### src/rtl/mix_columns_iter.sv
// -----------------------------------------------------------------------------
// mix_columns_iter
//
// Iterative AES MixColumns stage. An accepted 128-bit state is copied into a
// work register. A single column mixer then rewrites one column per clock,
// columns 0 to 3. The finished state is held on data_out until downstream
// takes it.
//
// Ports
//   clk        sole clock, rising edge
//   rst        synchronous, active-high reset
//   in_valid   upstream presents a state on data_in
//   in_ready   state on data_in is accepted this cycle
//   data_in    AES state, column c = bits [127-32c -: 32], row 0 in top byte
//   inv        InvMixColumns select, latched on acceptance
//   out_valid  data_out holds a finished state
//   out_ready  downstream consumes data_out this cycle
//   data_out   mixed state, same layout as data_in
//
// Configuration
//   MIX_COLUMNS_INV_EN  When defined, a latched inv=1 selects InvMixColumns.
//                       When undefined, inv is ignored and only the forward
//                       mixer is built.
// -----------------------------------------------------------------------------
module mix_columns_iter (
  input  logic         clk,
  input  logic         rst,
  input  logic         in_valid,
  output logic         in_ready,
  input  logic [127:0] data_in,
  input  logic         inv,
  output logic         out_valid,
  input  logic         out_ready,
  output logic [127:0] data_out
);

  typedef enum logic [1:0] {IDLE, BUSY, DONE} state_t;

  state_t       state_reg;
  logic [1:0]   col_cnt_reg;
  logic [127:0] work_reg;
  logic         out_valid_reg;

  logic [31:0]  col_words [4];
  logic [31:0]  col_sel;
  logic [31:0]  col_mixed;
  logic         accept;

  // Multiply by x in GF(2^8) with reduction polynomial 0x11B.
  function automatic logic [7:0] xtime(input logic [7:0] x);
    return {x[6:0], 1'b0} ^ (x[7] ? 8'h1b : 8'h00);
  endfunction

  // b_r = 2*a_r ^ 3*a_(r+1) ^ a_(r+2) ^ a_(r+3)
  function automatic logic [31:0] mix_fwd(input logic [31:0] c);
    logic [7:0] a0, a1, a2, a3;
    a0 = c[31:24];
    a1 = c[23:16];
    a2 = c[15:8];
    a3 = c[7:0];
    return {xtime(a0) ^ xtime(a1) ^ a1 ^ a2 ^ a3,
            xtime(a1) ^ xtime(a2) ^ a2 ^ a3 ^ a0,
            xtime(a2) ^ xtime(a3) ^ a3 ^ a0 ^ a1,
            xtime(a3) ^ xtime(a0) ^ a0 ^ a1 ^ a2};
  endfunction

`ifdef MIX_COLUMNS_INV_EN
  logic inv_reg;

  // Multiply by a constant nibble k. k is always a literal here, so the
  // unused partial products fold away.
  function automatic logic [7:0] gmul(input logic [7:0] x, input logic [3:0] k);
    logic [7:0] m2, m4, m8;
    m2 = xtime(x);
    m4 = xtime(m2);
    m8 = xtime(m4);
    return (k[0] ? x : 8'h00) ^ (k[1] ? m2 : 8'h00) ^
           (k[2] ? m4 : 8'h00) ^ (k[3] ? m8 : 8'h00);
  endfunction

  // b_r = 0E*a_r ^ 0B*a_(r+1) ^ 0D*a_(r+2) ^ 09*a_(r+3)
  function automatic logic [7:0] inv_byte(input logic [7:0] p, input logic [7:0] q,
                                          input logic [7:0] r, input logic [7:0] s);
    return gmul(p, 4'he) ^ gmul(q, 4'hb) ^ gmul(r, 4'hd) ^ gmul(s, 4'h9);
  endfunction

  function automatic logic [31:0] mix_inv(input logic [31:0] c);
    logic [7:0] a0, a1, a2, a3;
    a0 = c[31:24];
    a1 = c[23:16];
    a2 = c[15:8];
    a3 = c[7:0];
    return {inv_byte(a0, a1, a2, a3), inv_byte(a1, a2, a3, a0),
            inv_byte(a2, a3, a0, a1), inv_byte(a3, a0, a1, a2)};
  endfunction

  assign col_mixed = inv_reg ? mix_inv(col_sel) : mix_fwd(col_sel);
`else
  // inv is part of the interface but has no effect in this build.
  logic unused_inv;
  assign unused_inv = inv;
  assign col_mixed  = mix_fwd(col_sel);
`endif

  // Split the work register into columns so one mixer can be muxed across them.
  for (genvar gi = 0; gi < 4; gi++) begin : g_col
    assign col_words[gi] = work_reg[127-32*gi -: 32];
  end

  assign col_sel   = col_words[col_cnt_reg];

  // In DONE, a new state can be taken on the same edge the old one leaves.
  assign in_ready  = (state_reg == IDLE) || ((state_reg == DONE) && out_ready);
  assign accept    = in_valid && in_ready;
  assign out_valid = out_valid_reg;
  assign data_out  = work_reg;

  always_ff @(posedge clk) begin
    if (rst) begin
      state_reg     <= IDLE;
      col_cnt_reg   <= 2'd0;
      work_reg      <= '0;
      out_valid_reg <= 1'b0;
`ifdef MIX_COLUMNS_INV_EN
      inv_reg       <= 1'b0;
`endif
    end else if (accept) begin
      // Acceptance happens only in IDLE or in DONE. In DONE it also consumes
      // the finished state.
      work_reg      <= data_in;
      col_cnt_reg   <= 2'd0;
      state_reg     <= BUSY;
      out_valid_reg <= 1'b0;
`ifdef MIX_COLUMNS_INV_EN
      inv_reg       <= inv;
`endif
    end else begin
      case (state_reg)
        BUSY: begin
          for (int i = 0; i < 4; i++) begin
            if (col_cnt_reg == 2'(i)) begin
              work_reg[127-32*i -: 32] <= col_mixed;
            end
          end
          col_cnt_reg <= col_cnt_reg + 2'd1;  // wraps to 0 after column 3
          if (col_cnt_reg == 2'd3) begin
            state_reg     <= DONE;
            out_valid_reg <= 1'b1;
          end
        end
        DONE: begin
          if (out_ready) begin
            state_reg     <= IDLE;
            out_valid_reg <= 1'b0;
          end
        end
        default: begin
          state_reg <= IDLE;
        end
      endcase
    end
  end

endmodule

### config.mk
export PLATFORM = sky130hd
export DESIGN_NAME = mix_columns_iter
export DESIGN_NICKNAME = d
export VERILOG_FILES = /design/src/rtl/mix_columns_iter.sv
export SDC_FILE = /design/constraint.sdc
export NUM_CORES = 1
export LEC_CHECK = 0
export CORE_MARGIN = 2
export CORE_UTILIZATION = 41
export DETAILED_ROUTE_END_ITERATION = 8
export GPL_ROUTABILITY_DRIVEN = 0
export HOLD_SLACK_MARGIN = 0.03
export PLACE_DENSITY = 0.78
export SETUP_SLACK_MARGIN = 0.1
export SLEW_MARGIN = 20
export SYNTH_ARGS = -nofsm -noshare
export SYNTH_HDL_FRONTEND = slang
export SYNTH_SLANG_ARGS = --single-unit
### constraint.sdc
create_clock -name clk -period 2.3 [get_ports clk]
set_input_delay 0.345 -clock clk [delete_from_list [all_inputs] [get_ports clk]]
set_output_delay 0.345 -clock clk [all_outputs]
set_load 0.01 [all_outputs]
Word-level counts from Yosys, hierarchy flattened --
Cells that the tools add are included.
Storage, ports and cells: flip-flop bits (word level) 133, bits in latches 0, memory bits (writable) 0, ROM bits 0, input port bits 133, word-level logic and storage cells 79, memories kept 0
Operators by class: $add $sub $neg 1, multiply operators 0, div/mod/pow operators 0, order comparisons 1, equal/unequal tests 9, shift operators 0, multiplexer cells 20, bitwise logic cells 21, reductions and logical operators 19
Operators with widths (count):
- 128-bit 2-to-1 mux | 2
- 32-bit 2-to-1 mux | 6
- 8-bit XOR | 16
- 32-bit binary-select mux with 2-bit select | 1
- 8-bit by 5-bit XOR with 8-bit output | 4
- 5-bit 2-to-1 mux | 4
- 2-bit AND reduction | 6
- 2-bit nonzero test | 6
- 2-bit equality test (second input constant) | 3
- 3-bit != test (second input constant) | 2
- 2-bit by 1-bit equality test with 1-bit output (second input constant) | 2
- 2-bit zero test | 2
- 2-bit 2-to-1 mux | 2
- 2-bit != test (second input constant) | 2
- 2-bit one-hot mux with 2 select lines | 1
- 3-bit greater-or-equal comparator (second input constant) | 1
- 1-bit 2-to-1 mux | 3
- 2-bit inverter with 3-bit output | 1
- 3-bit AND reduction | 1
- 2-bit by 1-bit adder with 2-bit output (second input constant) | 1
- 1-bit logical AND | 2
- 1-bit one-hot mux with 2 select lines | 1
- 2-bit OR reduction | 1
- 1-bit logical OR | 1

Longest topological paths before layout --
depth in word-level cells 13, mapped depth 10

Worst setup path after synthesis --
OpenSTA, ideal clock, no wires.
path type register to register, start register col_cnt_reg[1], end register work_reg[62] (netlist: data_out[62]), setup time 0.139 ns, data arrival time 2.122 ns, slack 0.040 ns, stages on the path, launching flop included 8, period minus slack after synthesis 2.260 ns, path through dfxtp_1 buf_6 buf_12 mux4_1 xnor2_2 xnor3_1 nand2_1 a211oi_1
On the way: cells in the longest elaborated chain, start to end 12, elaborated cells on any way between the ends 16, classes of those cells eq/ne: 1; mux: 6; bitwise: 7; reduce/logical: 2
RTL lines:
- from (decl) | RTL line 40 | logic [1:0] col_cnt_reg;
- from (signal assigned) | RTL line 145 | col_cnt_reg <= col_cnt_reg + 2'd1;
- 2-bit inverter with 3-bit output (not written as such) | RTL line 110 | assign col_sel = col_words[col_cnt_reg];
- 32-bit binary-select mux with 2-bit select | RTL line 110
- 32-bit 2-to-1 mux (not written as such) (2 in a row) | RTL line 110
- 8-bit by 5-bit XOR with 8-bit output | RTL line 51 | return {x[6:0], 1'b0} ^ (x[7] ? 8'h1b : 8'h00);
- 8-bit XOR (4 in a row) | RTL line 61 | return {xtime(a0) ^ xtime(a1) ^ a1 ^ a2 ^ a3,
- 32-bit 2-to-1 mux | RTL line 141 | if (col_cnt_reg == 2'(i)) begin
- 128-bit 2-to-1 mux | RTL line 138 | case (state_reg)
- 128-bit 2-to-1 mux | RTL line 127 | end else if (accept) begin
- to (signal assigned) | RTL line 130 | work_reg <= data_in;
- to (signal, indexed assignment) | RTL line 142 | work_reg[127-32*i -: 32] <= col_mixed;
- to (decl) | RTL line 41 | logic [127:0] work_reg;
Several ways; a longest one is shown, not always the timed one. The select of a mux whose other input is x is not followed. A chain may end at the register's enable or synchronous reset.

Worst setup path after layout --
start register col_cnt_reg[1], end register work_reg[108] (netlist: data_out[108])
On the way: cells in the longest elaborated chain, start to end 13, elaborated cells on any way between the ends 18, classes of those cells mux: 8; bitwise: 7; reduce/logical: 3
RTL lines:
- 2-bit inverter with 3-bit output (not written as such) | RTL line 110
- 32-bit binary-select mux with 2-bit select | RTL line 110
- 32-bit 2-to-1 mux (not written as such) (2 in a row) | RTL line 110
- 5-bit 2-to-1 mux | RTL line 51
- 8-bit by 5-bit XOR with 8-bit output | RTL line 51
- 8-bit XOR (4 in a row) | RTL line 63 | xtime(a2) ^ xtime(a3) ^ a3 ^ a0 ^ a1,
- 32-bit 2-to-1 mux | RTL line 141
- 128-bit 2-to-1 mux | RTL line 138
- 128-bit 2-to-1 mux | RTL line 127
Several ways; a longest one is shown, not always the timed one. The select of a mux whose other input is x is not followed.

==> results.md <==
* Post-synthesis adder-cell area fraction at 0.6815%
* Ys async rst share at 0%
* Routed WL at 28.94 mm
* FF+latch area at 2670 sq um
* Synth Area in XOR/XNOR at 16.66%
* Reg2reg path depth at 8
* GRT Residual Overflow at 0
* Routed Antenna Nets at 0
* Hold Buf Count CTS at 0
* Clk buf depth at 2
* CP max stage delay at 630 ps
* Levels on crit path at 8
* Die width at 137.8 microns
* Fin crit share at 102.3%
* Clock-pin slew on the worst setup and hold paths at 60 ps
* Number of buffers created by CTS at 17
* Max reg flops at 128
* Cell Pwr Density at 1115 nW/um^2
* Mux cell area share after synthesis at 10.68%
* Final worst slack at -52.90 ps
* Syn-to-layout area delta at 64.83%
* Hpwl dp at 19.68 mm
* Share of cells above drive strength 1 at 25.40%
* DRC Markers at 0
* Post-Synth Simple-Gate Area at 8.877%
* Clock skew at 9.652 ps
* CP Launch Type: flip-flop
* Sequential share of the synthesized area at 36.26%
* Hold Slack at 443.2 ps
* Fmax at 425.0 MHz
* Largest family of logic cells by synthesized area: compound AO/OA/AOI/OAI gates
* Critical path type: reg -> reg
* CP max stage cell: mux4_2
* Clk Latency, worst-skew pair at 430 ps
* RSZ-0062 raised after global routing: yes
* Synth Flop Type: dfxtp_1
* Post-synthesis register bit count at 133
* Chip height at 137.8 microns
* Critical path buffers and inverters at 3
* Core ar. at 17,420 sq um
* Number of synthesized flops with an enable pin at 0
* DR iter-0 viols at 766
* Cell Area, Synth at 7343 sq um
* Mapped Cells at 730
* Die ar. at 19,000 sq um
* Critical Path Sink Type: flip-flop
* Largest net degree at the start of global routing at 69
* Setup violators final at 19
* Area of the multi-input gates at 4850 sq um
* Maximum VDD drop at 0.7372 mV
* Initial core utilization at 42.16%
* Max Slew Vio Count at 0
* GRT Overall Usage at 29.67%
* Relative slew margins at 56.74%
* Clock sinks at 133
* Violations in the final reports: setup timing
* Cell family contributing the most delay on the critical path: multiplexers
* Min-delay worst type: in -> reg
* Status: finished with violations
* Syn Area/Cell at 10.06 sq um
* Unique masters post-synth at 31
* H-Tree Level Count at 4
* First-pass GRT wire length at 42.27 mm
* Share of the synthesized area in the top cell type at 36.26%
* Root Driver: clkbuf_16
* Syn nets at 867
* Worst slew pin tran at 648.8 ps
* Final non-filler cell total at 1,300
* N_diodes at 0
* Cell taking the most area after synthesis: dfxtp_1
* Routed wire per std cell at 22.26 microns
* I/O pin count at 263
* Rows at 48
* Static Leakage at 0.004631 uW
* Max-cap violations at 0
* Data required, critical path at 2570 ps
* Final #Nets at 1,199
* Via Count at 7,713
* Compound-Gate Fraction of Synth Area at 22.29%
* CP Cell Sequence: buf_12, buf_4, mux4_2, xnor2_4, buf_4, xnor2_2, xnor2_2, o22ai_1
* DR pass1 iterations at 5
* Filler instances at 1,253
* Hold depth at 3
* CTS tree: built
* Dpl cells at 1,233
* Initial antenna violation count at 0
* Port Buffers at 261
* Fin. Hold Viols at 0
* Via density at 5.933
* Arrival @ worst endpoint at 2620 ps
* Synth area leaders: dfxtp_1, o22ai_1, a22oi_1, a21oi_1, mux4_1
* Critical path peak fanout at 10
* Fin crit period at 2353 ps
* YS warnings at 0
* Vias in the first global route at 7,560
==> metrics by stage <==
step                      cell area (sq um)  setup slack (ps)  total power (uW)  utilization (%)  TNS (ps)
after CTS                             11690            -22.34             12670            67.13    -66.31
final                                 12100            -52.90             13500            69.50    -351.5
after global routing                  12100            -107.0             14030            69.50     -4100
after detailed placement              10620            -122.9              8972            60.96     -4192
after floorplan                        7332             96.00              6320                -         0
after global placement                10620            -84.68              8916            60.96     -2441
==> layer usage <==
layer	share of wire (%)	vias to the layer above	global-route usage (%)	wire length (microns)
met2	48	532	48.15	13870
met4	2.9	0	12.87	852
met5	0	-	0	0
met3	9.6	71	6.623	2773
met1	40	3695	38.02	11450
li1	-	3415	-	-
==> area by class of cell <==
| type | instances | area share [%] |
|---|---|---|
| Sequential cell | 133 | 22.06 |
| Timing Repair Buffer | 378 | 30.26 |
| Clock buffer | 22 | 4.000 |
| Inverter | 3 | 0.09303 |
| Tap cell | 225 | 2.326 |
| Multi-Input combinational cell | 529 | 40.07 |
| Clock inverter | 10 | 1.199 |
==> path summary, 6_finish.rpt <==
path                        from             to  slack, ps
setup / recovery  col_cnt_reg[1]  data_out[108]        -50
hold / removal               rst   data_out[81]        440
setup reg to reg  col_cnt_reg[1]  data_out[108]        -50
hold reg to reg        out_valid      out_valid        500
==> report_power, final <==
group          leakage (uW)  total [uW]  internal, uW  switching (uW)
registers           0.00110        2840          2590             252
clock network      0.000303        2900          1830            1070
logic               0.00323        7760          4030            3730
total               0.00463       13500          8450            5050
==> what timing repair did <==
item                       CTS  global route
setup endpoints to repair  128           124
buffers inserted            22            13
pin swaps                   34            41
gates resized for setup     55            49
==> kinds of logic after synthesis <==
| family | Yosys count |
|---|---|
| AO/OA/AOI/OAI | 261 |
| flip-flops | 133 |
| buffers and inverters | 68 |
| multiplexers | 32 |
| AND/OR/NAND/NOR | 132 |
| XOR/XNOR | 100 |
| adder cells (fa/ha/maj) | 4 |
==> synth_stat cells, drive strengths merged, types with 6 or more instances <==
library cell / number
and3: 49
o22ai: 86
dfxtp: 133
xnor2: 61
xor2: 28
nand2b: 6
clkbuf: 53
nor2: 20
xnor3: 8
a211oi: 15
mux4: 32
buf: 12
nand2: 48
a22oi: 66
a21oi: 93
==> cell usage in the layout (no fill, tap or decap), types with 12 or more instances in the layout <==
cell type        synthesis  routed
and3_1                  49      48
a22oi_1                 66      66
clkbuf_16                0      17
xnor2_2                 12      34
nand2_1                 48      43
clkdlybuf4s50_1          0     260
buf_4                    0      96
mux4_2                  15      32
o22ai_1                 86      85
xnor2_4                  5      16
nor2_1                  20      20
a21oi_1                 93      87
xor2_2                   1      12
xor2_1                  27      14
dfxtp_1                133     131
==> tightest hold or removal path, delay by kind of cell <==
| family | cells | cell delay (ps) |
|---|---|---|
| compound gates | 1 | 100 |
| buf+inv | 1 | 130 |
| simple gates | 1 | 240 |
No activity file was read; power rests on OpenSTA's default activity.
